[src/rtl/ex_mdu_if.sv]
// Request/writeback bundle between an issue stage and the ex_mdu multiply/divide unit.
interface ex_mdu_if #(
  parameter int XLEN = 32,
  parameter int RD_W = 5
);
  logic            in_valid;
  logic            in_ready;
  logic [2:0]      funct3;
  logic [XLEN-1:0] rs1_data;
  logic [XLEN-1:0] rs2_data;
  logic [RD_W-1:0] rd_addr_i;
  logic            flush;
  logic            out_valid;
  logic            out_ready;
  logic            rd_we;
  logic [RD_W-1:0] rd_addr;
  logic [XLEN-1:0] rd_data;
  logic            busy;

  modport master (
    output in_valid, funct3, rs1_data, rs2_data, rd_addr_i, flush, out_ready,
    input  in_ready, out_valid, rd_we, rd_addr, rd_data, busy
  );

  modport slave (
    input  in_valid, funct3, rs1_data, rs2_data, rd_addr_i, flush, out_ready,
    output in_ready, out_valid, rd_we, rd_addr, rd_data, busy
  );
endinterface

[src/rtl/ex_mdu.sv]
// Iterative RV32M multiply/divide unit: one operand bit per cycle, then one sign-fix cycle.
// Define EX_MDU_DIV_EN to build the divider; without it divide ops retire with rd_we=0.
module ex_mdu #(
  parameter int XLEN = 32,
  parameter int RD_W = 5
) (
  input logic     clk,
  input logic     rst,
  ex_mdu_if.slave bus
);
  typedef enum logic [1:0] {IDLE, CALC, FIX, DONE} state_t;

  localparam int             CW       = $clog2(XLEN);
  localparam logic [CW-1:0]  CNT_LAST = CW'(XLEN - 1);

  state_t            state_reg, state_next;
  logic [2:0]        op_reg;
  logic [RD_W-1:0]   rd_reg;
  logic [XLEN-1:0]   mcand_reg;
  logic [2*XLEN-1:0] acc_reg;
  logic              neg_reg;
  logic [CW-1:0]     cnt_reg;
  logic [XLEN-1:0]   result_reg;
  logic              we_reg;

  logic              in_ready_c, accept;
  logic              a_signed, b_signed, a_neg, b_neg, res_neg, skip;
  logic [XLEN-1:0]   a_mag, b_mag, mcand_next;
  logic [2*XLEN-1:0] acc_init, step_next, prod_fix;
  logic [XLEN:0]     mul_sum;
  logic [XLEN-1:0]   fix_result;
  logic              fix_we;
`ifdef EX_MDU_DIV_EN
  logic [XLEN:0]     div_part, div_diff;
`endif

  assign in_ready_c = ((state_reg == IDLE) | ((state_reg == DONE) & bus.out_ready)) & ~bus.flush;
  assign accept     = bus.in_valid & in_ready_c;

  // Operand decode at the accept edge: magnitudes, result sign and the CALC-skip cases.
  always_comb begin
    a_signed = (bus.funct3 == 3'b001) || (bus.funct3 == 3'b010) ||
               (bus.funct3 == 3'b100) || (bus.funct3 == 3'b110);
    b_signed = (bus.funct3 == 3'b001) || (bus.funct3 == 3'b100) || (bus.funct3 == 3'b110);
    a_neg    = a_signed & bus.rs1_data[XLEN-1];
    b_neg    = b_signed & bus.rs2_data[XLEN-1];
    a_mag    = a_neg ? -bus.rs1_data : bus.rs1_data;
    b_mag    = b_neg ? -bus.rs2_data : bus.rs2_data;
    res_neg  = (bus.funct3[2] & bus.funct3[1]) ? a_neg : (a_neg ^ b_neg);
    skip     = 1'b0;
    if (bus.funct3[2]) begin
      mcand_next = b_mag;
      acc_init   = {{XLEN{1'b0}}, a_mag};
    end else begin
      mcand_next = a_mag;
      acc_init   = {{XLEN{1'b0}}, b_mag};
    end
`ifdef EX_MDU_DIV_EN
    // Special divides preload {remainder, quotient} directly so FIX passes them through.
    if (bus.funct3[2]) begin
      if (bus.rs2_data == '0) begin
        skip     = 1'b1;
        res_neg  = 1'b0;
        acc_init = {bus.rs1_data, {XLEN{1'b1}}};
      end else if (!bus.funct3[0] && (bus.rs1_data == {1'b1, {(XLEN-1){1'b0}}}) &&
                   (&bus.rs2_data)) begin
        skip     = 1'b1;
        res_neg  = 1'b0;
        acc_init = {{XLEN{1'b0}}, bus.rs1_data};
      end
    end
`else
    skip = bus.funct3[2];
`endif
  end

  // One iteration: shift-add multiply on {hi, multiplier} or restoring divide on {rem, quotient}.
  always_comb begin
    mul_sum   = {1'b0, acc_reg[2*XLEN-1:XLEN]} + (acc_reg[0] ? {1'b0, mcand_reg} : '0);
    step_next = {mul_sum, acc_reg[XLEN-1:1]};
`ifdef EX_MDU_DIV_EN
    div_part = {acc_reg[2*XLEN-1:XLEN], acc_reg[XLEN-1]};
    div_diff = div_part - {1'b0, mcand_reg};
    if (op_reg[2]) begin
      step_next = div_diff[XLEN] ? {div_part[XLEN-1:0], acc_reg[XLEN-2:0], 1'b0}
                                 : {div_diff[XLEN-1:0], acc_reg[XLEN-2:0], 1'b1};
    end
`endif
  end

  always_comb begin
    prod_fix   = neg_reg ? -acc_reg : acc_reg;
    fix_result = (op_reg[1:0] == 2'b00) ? prod_fix[XLEN-1:0] : prod_fix[2*XLEN-1:XLEN];
    fix_we     = 1'b1;
`ifdef EX_MDU_DIV_EN
    if (op_reg[2]) begin
      if (op_reg[1]) begin
        fix_result = neg_reg ? -acc_reg[2*XLEN-1:XLEN] : acc_reg[2*XLEN-1:XLEN];
      end else begin
        fix_result = neg_reg ? -acc_reg[XLEN-1:0] : acc_reg[XLEN-1:0];
      end
    end
`else
    if (op_reg[2]) begin
      fix_result = '0;
      fix_we     = 1'b0;
    end
`endif
  end

  always_comb begin
    state_next = state_reg;
    case (state_reg)
      IDLE: if (accept) state_next = skip ? FIX : CALC;
      CALC: if (cnt_reg == CNT_LAST) state_next = FIX;
      FIX:  state_next = DONE;
      DONE: begin
        if (accept) state_next = skip ? FIX : CALC;
        else if (bus.out_ready) state_next = IDLE;
      end
      default: state_next = IDLE;
    endcase
    if (bus.flush) state_next = IDLE;
  end

  always_ff @(posedge clk or posedge rst) begin
    if (rst) state_reg <= IDLE;
    else     state_reg <= state_next;
  end

  always_ff @(posedge clk or posedge rst) begin
    if (rst) begin
      op_reg     <= '0;
      rd_reg     <= '0;
      mcand_reg  <= '0;
      acc_reg    <= '0;
      neg_reg    <= 1'b0;
      cnt_reg    <= '0;
      result_reg <= '0;
      we_reg     <= 1'b0;
    end else if (accept) begin
      op_reg    <= bus.funct3;
      rd_reg    <= bus.rd_addr_i;
      mcand_reg <= mcand_next;
      acc_reg   <= acc_init;
      neg_reg   <= res_neg;
      cnt_reg   <= '0;
    end else if (state_reg == CALC) begin
      acc_reg <= step_next;
      cnt_reg <= cnt_reg + CW'(1);
    end else if (state_reg == FIX) begin
      result_reg <= fix_result;
      we_reg     <= fix_we;
    end
  end

  assign bus.in_ready  = in_ready_c;
  assign bus.out_valid = (state_reg == DONE);
  assign bus.rd_we     = (state_reg == DONE) & we_reg;
  assign bus.rd_addr   = (state_reg == DONE) ? rd_reg : '0;
  assign bus.rd_data   = (state_reg == DONE) ? result_reg : '0;
  assign bus.busy      = (state_reg != IDLE);
endmodule

[src/flat_wrapper.sv]
// flat-port wrapper written by rule: the top's interface ports become plain ports
module ex_mdu_flat 
#(
  parameter int XLEN = 32,
  parameter int RD_W = 5
)
  (clk, rst, bus_in_valid, bus_funct3, bus_rs1_data, bus_rs2_data, bus_rd_addr_i, bus_flush, bus_out_ready, bus_in_ready, bus_out_valid, bus_rd_we, bus_rd_addr, bus_rd_data, bus_busy);
  ex_mdu_if #(.XLEN(XLEN), .RD_W(RD_W)) bus_i ();
  input logic clk;
  input logic rst;
  input wire logic [$bits(bus_i.in_valid)-1:0] bus_in_valid;
  input wire logic [$bits(bus_i.funct3)-1:0] bus_funct3;
  input wire logic [$bits(bus_i.rs1_data)-1:0] bus_rs1_data;
  input wire logic [$bits(bus_i.rs2_data)-1:0] bus_rs2_data;
  input wire logic [$bits(bus_i.rd_addr_i)-1:0] bus_rd_addr_i;
  input wire logic [$bits(bus_i.flush)-1:0] bus_flush;
  input wire logic [$bits(bus_i.out_ready)-1:0] bus_out_ready;
  output wire logic [$bits(bus_i.in_ready)-1:0] bus_in_ready;
  output wire logic [$bits(bus_i.out_valid)-1:0] bus_out_valid;
  output wire logic [$bits(bus_i.rd_we)-1:0] bus_rd_we;
  output wire logic [$bits(bus_i.rd_addr)-1:0] bus_rd_addr;
  output wire logic [$bits(bus_i.rd_data)-1:0] bus_rd_data;
  output wire logic [$bits(bus_i.busy)-1:0] bus_busy;
  assign bus_i.in_valid = bus_in_valid;
  assign bus_i.funct3 = bus_funct3;
  assign bus_i.rs1_data = bus_rs1_data;
  assign bus_i.rs2_data = bus_rs2_data;
  assign bus_i.rd_addr_i = bus_rd_addr_i;
  assign bus_i.flush = bus_flush;
  assign bus_i.out_ready = bus_out_ready;
  assign bus_in_ready = bus_i.in_ready;
  assign bus_out_valid = bus_i.out_valid;
  assign bus_rd_we = bus_i.rd_we;
  assign bus_rd_addr = bus_i.rd_addr;
  assign bus_rd_data = bus_i.rd_data;
  assign bus_busy = bus_i.busy;
  ex_mdu #(.XLEN(XLEN), .RD_W(RD_W)) u_core (.clk(clk), .rst(rst), .bus(bus_i));
endmodule
[config.mk]
export PLATFORM = sky130hd
export DESIGN_NAME = ex_mdu_flat
export DESIGN_NICKNAME = d
export VERILOG_FILES = /design/src/rtl/ex_mdu_if.sv /design/src/rtl/ex_mdu.sv /design/src/flat_wrapper.sv
export SDC_FILE = /design/constraint.sdc
export NUM_CORES = 1
export LEC_CHECK = 0
export ABC_AREA = 1
export CELL_PAD_IN_SITES_DETAIL_PLACEMENT = 1
export CELL_PAD_IN_SITES_GLOBAL_PLACEMENT = 1
export CORE_MARGIN = 5
export CORE_UTILIZATION = 40
export DETAILED_ROUTE_END_ITERATION = 7
export PLACE_DENSITY = 0.82
export RECOVER_POWER = 50
export SYNTH_ARGS = -nofsm -noshare
export SYNTH_HDL_FRONTEND = slang
export SYNTH_SLANG_ARGS = --single-unit
[constraint.sdc]
create_clock -name clk -period 10.2 [get_ports clk]
set_input_delay 2.04 -clock clk [delete_from_list [all_inputs] [get_ports clk]]
set_output_delay 2.04 -clock clk [all_outputs]
set_load 0.1 [all_outputs]
==> results.toml <==
[logic_synthesis]
yosysWarnings = 0
synth_fp_nets = 2456
synth_area_per_cell_sq_um = 5.75
synth_area_leaders = "dfrtp_1 (27%), nand2_1 (24%), nor2_1 (9.6%), nand3_1 (8.0%), inv_1 (8.0%)"
synthMostInstantiatedCell = "nand2_1"
synth_cell_types = 46
async_flop_share_pct = 100
ys.flop_type = "dfrtp_1"
netlist_top_cells_count = "nand2_1 (853), nor2_1 (345), inv_1 (285)"
yosysTopAreaCell = "dfrtp_1"
synth-seq-cells = 145
synth_edf_count = 0
ys_seq_area_share_pct = 27.0
syn_area_sq_um = 13400
syn_inst = 2341
synth_top_area_share_pct = 27.0

[setup_path]
cp_top_family = "buffers and inverters"
crit_chain = "dlygate4sd3_1 > inv_1 > o21ai_0 > clkinv_1 > nor2_1 > clkdlybuf4s50_1"
ff2ff_path_depth = 11
cp-start-kind = "input port"
cpPeakStageDelay_ps = 1190
crit_buf_inv = 4
crit_fanout = 2
r2r_start = "u_core.state_reg[0]$_DFFE_PP0P_"
worstSetupPathType = "in2out"
r2r_slack_ps = 5310
cp-end-kind = "primary output"
cp_slowest_cell = "clkdlybuf4s50_1"
required_ps = 8160
r2r-end = "u_core.acc_reg[11]$_DFFE_PP0P_"
crit_arrival_ps = 4310

[drt]
drcViolationCount = 0
detail_route.wl_per_cell_um = 19.2
ant_nets = 0
firstDrtPassIters = 7
num_vias = 15600
drtIter0Drc = 983
wirelength_um = 55400
vias_per_cell = 5.40

[die]
ios = 118
die_y_um = 193
core.rowCount = 67
fp.dieW_um = 193
die_area_sq_um = 37400
core_sq_um = 33400
initial_core_util_pct = 40.3

[cts]
path_clk_slew_ps = 60
hold_buffers = 0
numCtsBuffers = 17
cts_root_buf = "clkbuf_16"
clock_latency_ps = 450
cts_max_path_buffers = 2
cts_htree_levels = 4
cts_tree = "done"
postCtsSetupRepairBufs = 0
clock_sinks = 145
post_cts_resized = 0

[sta]
holdWs_ps = 479
setup_tns_ps = 0
setup_viol = 0
final_hold_viol_count = 0
period_needed_ps = 6350
finClkSkew_ps = 14.3
worstMarginPinSlew_ps = 4090
slew_headroom_pct = -174
report.final.slew_viol_count = 165
rsz0062_at_grt = "false"
period_share_pct = 62.2
fin_ws_ps = 3850
fmax_ghz = 0.158

[power_and_ir_drop]
p_per_area_nw_per_um2 = 273
p_leak_nw = 7.74
ir_drop_v = 0.000149

[global_route]
grt_pass1_vias = 16100
grt_use_total_pct = 29.1
antenna_found_initial = 0
grt_pass1_wl_um = 88100
grt_max_degree = 89
grt_overflow = 0

[placed_design]
dp_slack_ps = 4080
dpl.hpwl_um = 44200
port_buffers = 117
postPlaceCellArea_sq_um = 14900
gp_congestion = 0.939

[min_path]
hold_start = "u_core.result_reg[28]$_DFFE_PP0P_"
hold_path_class = "reg2reg"
min_to = "u_core.result_reg[28]$_DFFE_PP0P_"
holdPathStages = 2

[status]
status = "finished with violations"
violations = "capacitance limit, slew limit"

[cells_and_area]
fillCellCount = 4688
n_antenna_cell = 0
layout-drive-gt1-share_pct = 3.13
finalNetCount = 2535
final_area_sq_um = 15400
multi_input_area_sq_um = 8340
area_growth_pct = 14.8
postLayoutCoreUtil_pct = 46.3
regArea_sq_um = 3630
largest_reg_flops = 64

[job]
maxCapViolations = 2
==> cell type report <==
class / count / share of cell area [%]
flip-flops and latches: 145 / 23.5
clock buffers: 18 / 2.78
inverters: 291 / 7.08
repair buffers: 130 / 8.17
well taps: 448 / 3.63
multi-input cells: 1835 / 54.0
clock inverters: 13 / 0.851
==> cell usage in the layout, fill, tap and decap left out, types with 7 or more instances in the layout <==
| cell type | Yosys | final |
|---|---|---|
| a21oi_1 | 83 | 83 |
| a22oi_1 | 7 | 7 |
| a31oi_1 | 12 | 12 |
| buf_4 | 5 | 11 |
| clkbuf_16 | 0 | 17 |
| clkdlybuf4s50_1 | 0 | 115 |
| dfrtp_1 | 145 | 144 |
| ha_1 | 37 | 37 |
| inv_1 | 285 | 284 |
| nand2_1 | 853 | 855 |
| nand2_2 | 10 | 8 |
| nand3_1 | 214 | 214 |
| nand3b_1 | 12 | 12 |
| nand4_1 | 11 | 11 |
| nor2_1 | 345 | 348 |
| nor3_1 | 19 | 20 |
| o21ai_0 | 127 | 130 |
| o22ai_1 | 8 | 8 |
| or2_2 | 9 | 9 |
| xnor2_1 | 16 | 16 |
| xor2_1 | 27 | 27 |
==> kinds of logic after synthesis <==
family | share of synthesized area [%]
xor+xnor | 2.80
flops | 27.0
simple gates | 45.4
buf+inv | 10.7
fa+ha+maj | 3.59
compound gates | 10.5
==> stage by stage <==
stage	std cells	total power [mW]
floorplan	2341	2.71
global placement	2849	3.46
detailed placement	2849	3.55
CTS	2880	4.20
global route	2880	4.55
finish	2880	4.21
==> worst max-delay path by stage <==
stage	startpoint	end	slack, ps	depth (start not counted)
finish	bus_out_ready	bus_in_ready	3850	6
global route	bus_out_ready	bus_in_ready	3790	6
CTS	bus_out_ready	bus_in_ready	4080	6
detailed placement	bus_out_ready	bus_in_ready	4080	6
global placement	bus_out_ready	bus_in_ready	4120	6
floorplan	rst	u_core.acc_reg[0]$_DFFE_PP0P_	4270	1
==> power by group <==
part	internal, mW	total (mW)	switching (mW)
Clock	0.339	0.630	0.291
Combinational	0.732	2.40	1.67
Sequential	0.826	1.18	0.351
==> tightest hold or removal path: stages, from the launching register on <==
cell	delay [ps]
dfrtp_1	340
nand2_1	50
nand2_1	50
==> per-layer routing <==
layer,global-route usage [%],wire length (um),vias up,part of all wire [%]
met5,0,0,-,0
met2,50.1,26600,381,48
met4,8.23,1410,0,2.5
met1,38.3,24700,7606,45
li1,-,-,7496,-
met3,3.97,2630,67,4.7
Power figures use the tool's default switching activity.
